[src/rtl/ex_stage_if.sv]
// ex_stage_if: ID/EX operand and control bundle into the execute stage, plus the
// EX/MEM register outputs toward the memory stage and the upstream stall.
`timescale 1ns/1ps
interface ex_stage_if;
   logic        ex_flush;
   logic [31:0] ex_rdata1;
   logic [31:0] ex_rdata2;
   logic [31:0] ex_ext_imm;
   logic [4:0]  ex_sa;
   logic        ex_sa_en;
   logic [2:0]  ex_aluop;
   logic [1:0]  ex_instr_type;
   logic [1:0]  ex_cond;
   logic        ex_mem_wr;
   logic        ex_reg_wr;
   logic [4:0]  ex_waddr;
   logic        ex_stall;
   logic [31:0] mem_alu_result;
   logic [31:0] mem_wdata;
   logic        mem_mem_wr;
   logic        mem_reg_wr;
   logic [4:0]  mem_waddr;
   logic        mem_branch_taken;
   logic        mem_ovf;

   modport master (
      output ex_flush, ex_rdata1, ex_rdata2, ex_ext_imm, ex_sa, ex_sa_en, ex_aluop,
             ex_instr_type, ex_cond, ex_mem_wr, ex_reg_wr, ex_waddr,
      input  ex_stall, mem_alu_result, mem_wdata, mem_mem_wr, mem_reg_wr, mem_waddr,
             mem_branch_taken, mem_ovf
   );

   modport slave (
      input  ex_flush, ex_rdata1, ex_rdata2, ex_ext_imm, ex_sa, ex_sa_en, ex_aluop,
             ex_instr_type, ex_cond, ex_mem_wr, ex_reg_wr, ex_waddr,
      output ex_stall, mem_alu_result, mem_wdata, mem_mem_wr, mem_reg_wr, mem_waddr,
             mem_branch_taken, mem_ovf
   );
endinterface

[src/rtl/ex_stage.sv]
// ex_stage: single-cycle ALU, branch compare, iterative shift-add multiplier and the
// EX/MEM register. Define EX_OVF_TRAP_EN to trap signed ADD/SUB overflow.
`timescale 1ns/1ps
module ex_stage #(
   parameter int MUL_BITS = 1
) (
   input  logic      clk,
   input  logic      rst,
   ex_stage_if.slave ex_bus
);
   localparam int STEPS = 32 / MUL_BITS;
   localparam int CNT_W = (STEPS > 1) ? $clog2(STEPS) : 1;
   localparam logic [CNT_W-1:0] CNT_LAST = CNT_W'(STEPS - 1);

   typedef enum logic [2:0] {
      OP_ADD = 3'b000, OP_SUB = 3'b001, OP_AND = 3'b010, OP_OR  = 3'b011,
      OP_SLL = 3'b100, OP_SRL = 3'b101, OP_SLT = 3'b110, OP_MUL = 3'b111
   } aluop_e;

   typedef enum logic {IDLE, BUSY} state_e;

   state_e           state_q;
   logic [CNT_W-1:0] cnt_q;
   logic [31:0]      mul_a_q, mul_b_q, acc_q;
   logic [31:0]      result_q, wdata_q;
   logic [4:0]       waddr_q;
   logic             mem_wr_q, reg_wr_q, taken_q, ovf_q;

   logic [31:0] op_a, op_b, alu_res, acc_d;
   logic [4:0]  shamt;
   logic        taken, reg_wr_d, ovf_d, mul_start;

   assign op_a  = ex_bus.ex_rdata1;
   assign op_b  = (ex_bus.ex_instr_type == 2'b00) ? ex_bus.ex_rdata2 : ex_bus.ex_ext_imm;
   assign shamt = ex_bus.ex_sa_en ? ex_bus.ex_sa : op_a[4:0];

   // NOTE: each always_comb output gets a default first, so no path can infer a latch.
   always_comb begin
      alu_res = '0;
      case (aluop_e'(ex_bus.ex_aluop))
         OP_ADD: alu_res = op_a + op_b;
         OP_SUB: alu_res = op_a - op_b;
         OP_AND: alu_res = op_a & op_b;
         OP_OR:  alu_res = op_a | op_b;
         OP_SLL: alu_res = op_b << shamt;
         OP_SRL: alu_res = op_b >> shamt;
         OP_SLT: alu_res = {31'b0, ($signed(op_a) < $signed(op_b))};
         OP_MUL: alu_res = '0;
      endcase
   end

   always_comb begin
      taken = 1'b0;
      case (ex_bus.ex_cond)
         2'b01:   taken = (ex_bus.ex_rdata1 == ex_bus.ex_rdata2);
         2'b10:   taken = (ex_bus.ex_rdata1 != ex_bus.ex_rdata2);
         default: taken = 1'b0;
      endcase
   end

`ifdef EX_OVF_TRAP_EN
   logic ovf;
   assign ovf = ((ex_bus.ex_aluop == OP_ADD) && (op_a[31] == op_b[31]) && (alu_res[31] != op_a[31])) ||
                ((ex_bus.ex_aluop == OP_SUB) && (op_a[31] != op_b[31]) && (alu_res[31] != op_a[31]));
   assign ovf_d    = ovf;
   assign reg_wr_d = ex_bus.ex_reg_wr & ~ovf;
`else
   assign ovf_d    = 1'b0;
   assign reg_wr_d = ex_bus.ex_reg_wr;
`endif

   // Retire MUL_BITS multiplier bits per step; mul_a_q/mul_b_q are pre-shifted each edge.
   always_comb begin
      acc_d = acc_q;
      for (int k = 0; k < MUL_BITS; k++) begin
         if (mul_b_q[k]) acc_d = acc_d + (mul_a_q << k);
      end
   end

   assign mul_start = (state_q == IDLE) && (ex_bus.ex_aluop == OP_MUL) && !ex_bus.ex_flush;
   assign ex_bus.ex_stall = !rst && !ex_bus.ex_flush &&
                            (mul_start || ((state_q == BUSY) && (cnt_q != CNT_LAST)));

   // NOTE: sequential state uses non-blocking assignment so every register samples pre-edge values.
   always_ff @(posedge clk or posedge rst) begin
      if (rst) begin
         state_q  <= IDLE;
         cnt_q    <= '0;
         mul_a_q  <= '0;
         mul_b_q  <= '0;
         acc_q    <= '0;
         result_q <= '0;
         wdata_q  <= '0;
         waddr_q  <= '0;
         mem_wr_q <= 1'b0;
         reg_wr_q <= 1'b0;
         taken_q  <= 1'b0;
         ovf_q    <= 1'b0;
      end else if (ex_bus.ex_flush) begin
         state_q  <= IDLE;
         cnt_q    <= '0;
         mem_wr_q <= 1'b0;
         reg_wr_q <= 1'b0;
         taken_q  <= 1'b0;
         ovf_q    <= 1'b0;
      end else begin
         case (state_q)
            IDLE: begin
               if (mul_start) begin
                  mul_a_q  <= op_a;
                  mul_b_q  <= op_b;
                  acc_q    <= '0;
                  cnt_q    <= '0;
                  state_q  <= BUSY;
                  mem_wr_q <= 1'b0;
                  reg_wr_q <= 1'b0;
                  taken_q  <= 1'b0;
                  ovf_q    <= 1'b0;
               end else begin
                  result_q <= alu_res;
                  wdata_q  <= ex_bus.ex_rdata2;
                  waddr_q  <= ex_bus.ex_waddr;
                  mem_wr_q <= ex_bus.ex_mem_wr;
                  reg_wr_q <= reg_wr_d;
                  taken_q  <= taken;
                  ovf_q    <= ovf_d;
               end
            end
            BUSY: begin
               acc_q   <= acc_d;
               mul_a_q <= mul_a_q << MUL_BITS;
               mul_b_q <= mul_b_q >> MUL_BITS;
               if (cnt_q == CNT_LAST) begin
                  // Upstream has held the MUL's controls throughout, so they are still valid here.
                  state_q  <= IDLE;
                  cnt_q    <= '0;
                  result_q <= acc_d;
                  wdata_q  <= ex_bus.ex_rdata2;
                  waddr_q  <= ex_bus.ex_waddr;
                  mem_wr_q <= ex_bus.ex_mem_wr;
                  reg_wr_q <= ex_bus.ex_reg_wr;
                  taken_q  <= taken;
                  ovf_q    <= 1'b0;
               end else begin
                  cnt_q <= cnt_q + 1'b1;
               end
            end
            default: state_q <= IDLE;
         endcase
      end
   end

   assign ex_bus.mem_alu_result   = result_q;
   assign ex_bus.mem_wdata        = wdata_q;
   assign ex_bus.mem_mem_wr       = mem_wr_q;
   assign ex_bus.mem_reg_wr       = reg_wr_q;
   assign ex_bus.mem_waddr        = waddr_q;
   assign ex_bus.mem_branch_taken = taken_q;
   assign ex_bus.mem_ovf          = ovf_q;
endmodule

[src/flat_wrapper.sv]
// flat-port wrapper written by rule: the top's interface ports become plain ports
module ex_stage_flat 
#(
   parameter int MUL_BITS = 1
)
  (clk, rst, ex_bus_ex_flush, ex_bus_ex_rdata1, ex_bus_ex_rdata2, ex_bus_ex_ext_imm, ex_bus_ex_sa, ex_bus_ex_sa_en, ex_bus_ex_aluop, ex_bus_ex_instr_type, ex_bus_ex_cond, ex_bus_ex_mem_wr, ex_bus_ex_reg_wr, ex_bus_ex_waddr, ex_bus_ex_stall, ex_bus_mem_alu_result, ex_bus_mem_wdata, ex_bus_mem_mem_wr, ex_bus_mem_reg_wr, ex_bus_mem_waddr, ex_bus_mem_branch_taken, ex_bus_mem_ovf);
  ex_stage_if ex_bus_i ();
  input  logic clk;
  input  logic rst;
  input wire logic [$bits(ex_bus_i.ex_flush)-1:0] ex_bus_ex_flush;
  input wire logic [$bits(ex_bus_i.ex_rdata1)-1:0] ex_bus_ex_rdata1;
  input wire logic [$bits(ex_bus_i.ex_rdata2)-1:0] ex_bus_ex_rdata2;
  input wire logic [$bits(ex_bus_i.ex_ext_imm)-1:0] ex_bus_ex_ext_imm;
  input wire logic [$bits(ex_bus_i.ex_sa)-1:0] ex_bus_ex_sa;
  input wire logic [$bits(ex_bus_i.ex_sa_en)-1:0] ex_bus_ex_sa_en;
  input wire logic [$bits(ex_bus_i.ex_aluop)-1:0] ex_bus_ex_aluop;
  input wire logic [$bits(ex_bus_i.ex_instr_type)-1:0] ex_bus_ex_instr_type;
  input wire logic [$bits(ex_bus_i.ex_cond)-1:0] ex_bus_ex_cond;
  input wire logic [$bits(ex_bus_i.ex_mem_wr)-1:0] ex_bus_ex_mem_wr;
  input wire logic [$bits(ex_bus_i.ex_reg_wr)-1:0] ex_bus_ex_reg_wr;
  input wire logic [$bits(ex_bus_i.ex_waddr)-1:0] ex_bus_ex_waddr;
  output wire logic [$bits(ex_bus_i.ex_stall)-1:0] ex_bus_ex_stall;
  output wire logic [$bits(ex_bus_i.mem_alu_result)-1:0] ex_bus_mem_alu_result;
  output wire logic [$bits(ex_bus_i.mem_wdata)-1:0] ex_bus_mem_wdata;
  output wire logic [$bits(ex_bus_i.mem_mem_wr)-1:0] ex_bus_mem_mem_wr;
  output wire logic [$bits(ex_bus_i.mem_reg_wr)-1:0] ex_bus_mem_reg_wr;
  output wire logic [$bits(ex_bus_i.mem_waddr)-1:0] ex_bus_mem_waddr;
  output wire logic [$bits(ex_bus_i.mem_branch_taken)-1:0] ex_bus_mem_branch_taken;
  output wire logic [$bits(ex_bus_i.mem_ovf)-1:0] ex_bus_mem_ovf;
  assign ex_bus_i.ex_flush = ex_bus_ex_flush;
  assign ex_bus_i.ex_rdata1 = ex_bus_ex_rdata1;
  assign ex_bus_i.ex_rdata2 = ex_bus_ex_rdata2;
  assign ex_bus_i.ex_ext_imm = ex_bus_ex_ext_imm;
  assign ex_bus_i.ex_sa = ex_bus_ex_sa;
  assign ex_bus_i.ex_sa_en = ex_bus_ex_sa_en;
  assign ex_bus_i.ex_aluop = ex_bus_ex_aluop;
  assign ex_bus_i.ex_instr_type = ex_bus_ex_instr_type;
  assign ex_bus_i.ex_cond = ex_bus_ex_cond;
  assign ex_bus_i.ex_mem_wr = ex_bus_ex_mem_wr;
  assign ex_bus_i.ex_reg_wr = ex_bus_ex_reg_wr;
  assign ex_bus_i.ex_waddr = ex_bus_ex_waddr;
  assign ex_bus_ex_stall = ex_bus_i.ex_stall;
  assign ex_bus_mem_alu_result = ex_bus_i.mem_alu_result;
  assign ex_bus_mem_wdata = ex_bus_i.mem_wdata;
  assign ex_bus_mem_mem_wr = ex_bus_i.mem_mem_wr;
  assign ex_bus_mem_reg_wr = ex_bus_i.mem_reg_wr;
  assign ex_bus_mem_waddr = ex_bus_i.mem_waddr;
  assign ex_bus_mem_branch_taken = ex_bus_i.mem_branch_taken;
  assign ex_bus_mem_ovf = ex_bus_i.mem_ovf;
  ex_stage #(.MUL_BITS(MUL_BITS)) u_core (.clk(clk), .rst(rst), .ex_bus(ex_bus_i));
endmodule
[config.mk]
export PLATFORM = sky130hd
export DESIGN_NAME = ex_stage_flat
export DESIGN_NICKNAME = d
export VERILOG_FILES = /design/src/rtl/ex_stage_if.sv /design/src/rtl/ex_stage.sv /design/src/flat_wrapper.sv
export SDC_FILE = /design/constraint.sdc
export NUM_CORES = 1
export LEC_CHECK = 0
export ABC_AREA = 1
export CELL_PAD_IN_SITES_DETAIL_PLACEMENT = 1
export CELL_PAD_IN_SITES_GLOBAL_PLACEMENT = 1
export CORE_MARGIN = 5
export CORE_UTILIZATION = 25
export CTS_BUF_LIST = sky130_fd_sc_hd__clkbuf_2
export DETAILED_ROUTE_END_ITERATION = 10
export PLACE_DENSITY = 0.66
export SLEW_MARGIN = 20
export SYNTH_ARGS = -nofsm -noshare
export SYNTH_HDL_FRONTEND = slang
export SYNTH_SLANG_ARGS = --single-unit
export TNS_END_PERCENT = 5
[constraint.sdc]
create_clock -name clk -period 5.75 [get_ports clk]
set_input_delay 1.15 -clock clk [delete_from_list [all_inputs] [get_ports clk]]
set_output_delay 1.15 -clock clk [all_outputs]
set_load 0.01 [all_outputs]
==> summary.md <==
| Metric | Value |
|---|---|
| Worst hold path class | in -> async |
| CP bufs+invs | 2 |
| Unrepaired setup endpoints after global routing | no |
| Async SR Flop Fraction | 100% |
| Reg power frac | 29.2% |
| ANT nets after route | 0 |
| Leakage Power | 11.4 nW |
| Worst Path Max Fanout | 6 |
| Internal power | 0.00269 W |
| Post-Synth Simple-Gate Area | 42.1% |
| Logic pwr share | 58.1% |
| DR WL/cell | 26.1 um |
| Post-CTS Resized | 0 |
| Distinct cells, synth | 47 |
| Minimum clock period after layout | 4.71 ns |
| Outcome | finished, final reports clean |
| Worst-path clk slew | 0.30 ns |
| Global placement routability congestion | 1.11 |
| Flops & latches, synth | 174 |
| Clock network fraction of total power | 12.7% |
| Largest family of logic cells by synthesized area | simple AND/OR/NAND/NOR gates |
| Die X | 290 um |
| Post-Synth XOR/XNOR Area | 0.714% |
| Share of cells above drive strength 1 | 5.45% |
| Worst slew margin | 30.9% |
| Upper clock frequency limit | 0.212 GHz |
| Clk Latency, worst-skew pair | 1.13 ns |
| First-pass GRT wire length | 171 mm |
| # Post-CTS Setup Buffers | 0 |
| Mux cell area share after synthesis | 0% |
| Net count after synthesis | 3611 |
| DRC | 0 |
| Average cell area after synthesis | 5.84 um^2 |
| Hold buffers post-CTS | 0 |
| Via count | 24900 |
| Finish-stage setup viols | 0 |
| Netlist Area Pre-Place | 19600 um^2 |
| PwrDens | 249 nW/um^2 |
| Most frequent cells in the layout | 1043 x nand2_1, 463 x nand3_1, 347 x inv_1, 310 x nor2_1, 234 x o21ai_0 |
| FF-to-FF End | u_core.ex_bus.mem_alu_result[28] |
| CP delay by family, top | simple AND/OR/NAND/NOR gates |
| Post-synth EDFFs | 0 |
| # IOs | 193 |
| Root buffer cell | clkbuf_2 |
| Number of warnings issued by yosys | 0 |
| Die height | 290 um |
| Worst-case reg-to-reg path depth | 7 |
| H-tree depth | 4 |
| Reg2Reg Launch Point | u_core.state_q |
| Clock tree buffer depth | 2 |
| Crit share post-route | 81.8% |
| Worst setup EP type | output pin |
| CTS tree | yes |
| Drt pass-1 iters | 5 |
| Number of global-route vias before repair | 24100 |
| Crit path largest cell delay | 0.57 ns |
| Core area | 77600 um^2 |
| P&R area growth vs syn | 18.6% |
| Critical Path Start Type | flip-flop |
| Final-layout fill cell count | 10300 |
| Final hold viol count | 0 |
| TNS Setup | 0 ns |
| Cell count after synthesis | 3359 |
| Clock Sinks | 174 |
| Commonest non-fill, non-tap cell in the layout | nand2_1 |
| # rows | 102 |
| Max cap viols | 0 |
| Synth Flop Type | dfrtp_1 |
| Port bufs | 191 |
| Psw | 0.00311 W |
| Least-Margin Pin Slew | 1.03 ns |
| Total gr overflow | 0 |
| Fin util | 30.0% |
| Cts bufs inserted | 17 |
| Post-synthesis adder-cell area fraction | 8.59% |
| Required time worst endpoint | 4.60 ns |
| Nets | 3778 |
| DR iter-0 viols | 2643 |
| DP Wirelength | 100 mm |
| CP Cell Sequence | ha_1 > nand2_1 > nor2_1 > ha_1 > or2_2 > nor2_1 > inv_1 > a21oi_1 > clkdlybuf4s50_1 |
| Final WL | 120 mm |
| Critical path's slowest cell | clkdlybuf4s50_1 |
| Switching Fraction | 53.6% |
| Post-synthesis sequential area ratio | 22.2% |
| Largest net degree at the start of global routing | 101 |
| Setup CP Type | reg -> out |
| GRT Overall Usage | 27.1% |
| Compound-Gate Fraction of Synth Area | 15.9% |
| Peak supply drop | 0.115 mV |
| Die area | 84200 um^2 |
| Crit path DAT | 3.56 ns |
| Final Skew | 0.128 ns |
| DR vias/cell | 5.44 |
| FF-to-FF setup slack | 2.88 ns |
| Initial antenna violation count | 3 |
| Initial Util | 25.3% |
| Slew Limit Fails | 0 |
-- state kept, by name, indices dropped and copies added (netlist names) --
signal                          cells
u_core.mul_b_q                     32
u_core.ex_bus.mem_reg_wr            1
u_core.ex_bus.mem_branch_taken      1
u_core.acc_q                       32
u_core.mul_a_q                     32
u_core.ex_bus.mem_waddr             5
u_core.state_q                      1
u_core.ex_bus.mem_mem_wr            1
u_core.ex_bus.mem_wdata            32
u_core.cnt_q                        5
u_core.ex_bus.mem_alu_result       32
-- kinds of logic (layout without fill, tap and decap cells) --
| group | after synthesis | after routing |
|---|---|---|
| buf+inv | 506 | 686 |
| compound gates | 575 | 575 |
| fa+ha+maj | 133 | 133 |
| simple gates | 1954 | 1954 |
| other cells | 1 | 3 |
| xor+xnor | 16 | 16 |
| flops | 174 | 174 |
-- synth_stat cells (11+ instances only) --
library cell  instances  area share, %
dfrtp_1             174             22
o21bai_1             11           0.42
nand3_1             464             12
nand2_1            1043             20
nor3_1               24           0.61
o21ai_2              16           0.71
o211ai_1             16           0.61
a31oi_1              34            1.1
buf_2                43            1.1
nor2_1              310            5.9
nand4_1              71            2.3
ha_1                130            8.3
o21ai_1              26           0.66
a21oi_1             214            5.5
clkbuf_1             75            1.4
o21ai_0             234            6.0
xor2_1               16           0.71
inv_1               349            6.7
-- worst max path at each step --
stage	to	start	slack, ns	cells past startpoint
6_report	ex_bus_ex_stall	u_core.cnt_q[0]	1.04	9
5_1_grt	ex_bus_ex_stall	u_core.cnt_q[0]	0.68	9
4_1_cts	ex_bus_ex_stall	u_core.cnt_q[0]	0.80	9
3_5_place_dp	u_core.ex_bus.mem_alu_result[24]	ex_bus_ex_instr_type[1]	0.40	18
3_3_place_gp	u_core.ex_bus.mem_alu_result[24]	ex_bus_ex_instr_type[1]	0.32	18
2_1_floorplan	u_core.ex_bus.mem_alu_result[30]	ex_bus_ex_instr_type[0]	2.16	16
-- through the flow --
stage	cells	hold WS (ns)	power (W)	setup WS [ns]	area, um^2
6_report	4581	0.424	0.00580	1.04	23300
5_1_grt	4580	0.323	0.00620	0.678	23300
4_1_cts	4579	0.270	0.00578	0.797	23300
3_5_place_dp	4547	0.467	0.00501	0.396	23000
3_3_place_gp	4547	0.461	0.00497	0.324	23000
2_1_floorplan	3359	0.448	0.00360	2.16	19600
-- power groups by stage --
stage | combinational (W) | sequential (W) | clock (W)
finish | 0.00337 | 0.00169 | 0.000738
global route | 0.00366 | 0.00172 | 0.000819
CTS | 0.00331 | 0.00169 | 0.000773
detailed placement | 0.00330 | 0.00172 | 0
global placement | 0.00326 | 0.00171 | 0
floorplan | 0.00193 | 0.00167 | 0
-- per-layer routing --
metal | GRT usage (%) | up-vias | share of wire (%)
li1 | - | 11400 | -
met3 | 4.78 | 237 | 7.8
met5 | 0 | - | 0.011
met2 | 40.4 | 1133 | 42
met1 | 38.4 | 12200 | 45
met4 | 11.8 | 2 | 5.2
-- final cells by class --
class	count	area [um^2]	share of cell area (%)
Sequential cell	174	4360	18.7
Clock buffer	17	85.1	0.366
Tap cell	1040	1300	5.59
Multi-Input combinational cell	2679	13300	57.1
Clock inverter	15	149	0.640
Timing Repair Buffer	294	2740	11.8
Antenna cell	2	5.00	0.0215
Inverter	360	1360	5.83
(Power assumes the default switching activity.)
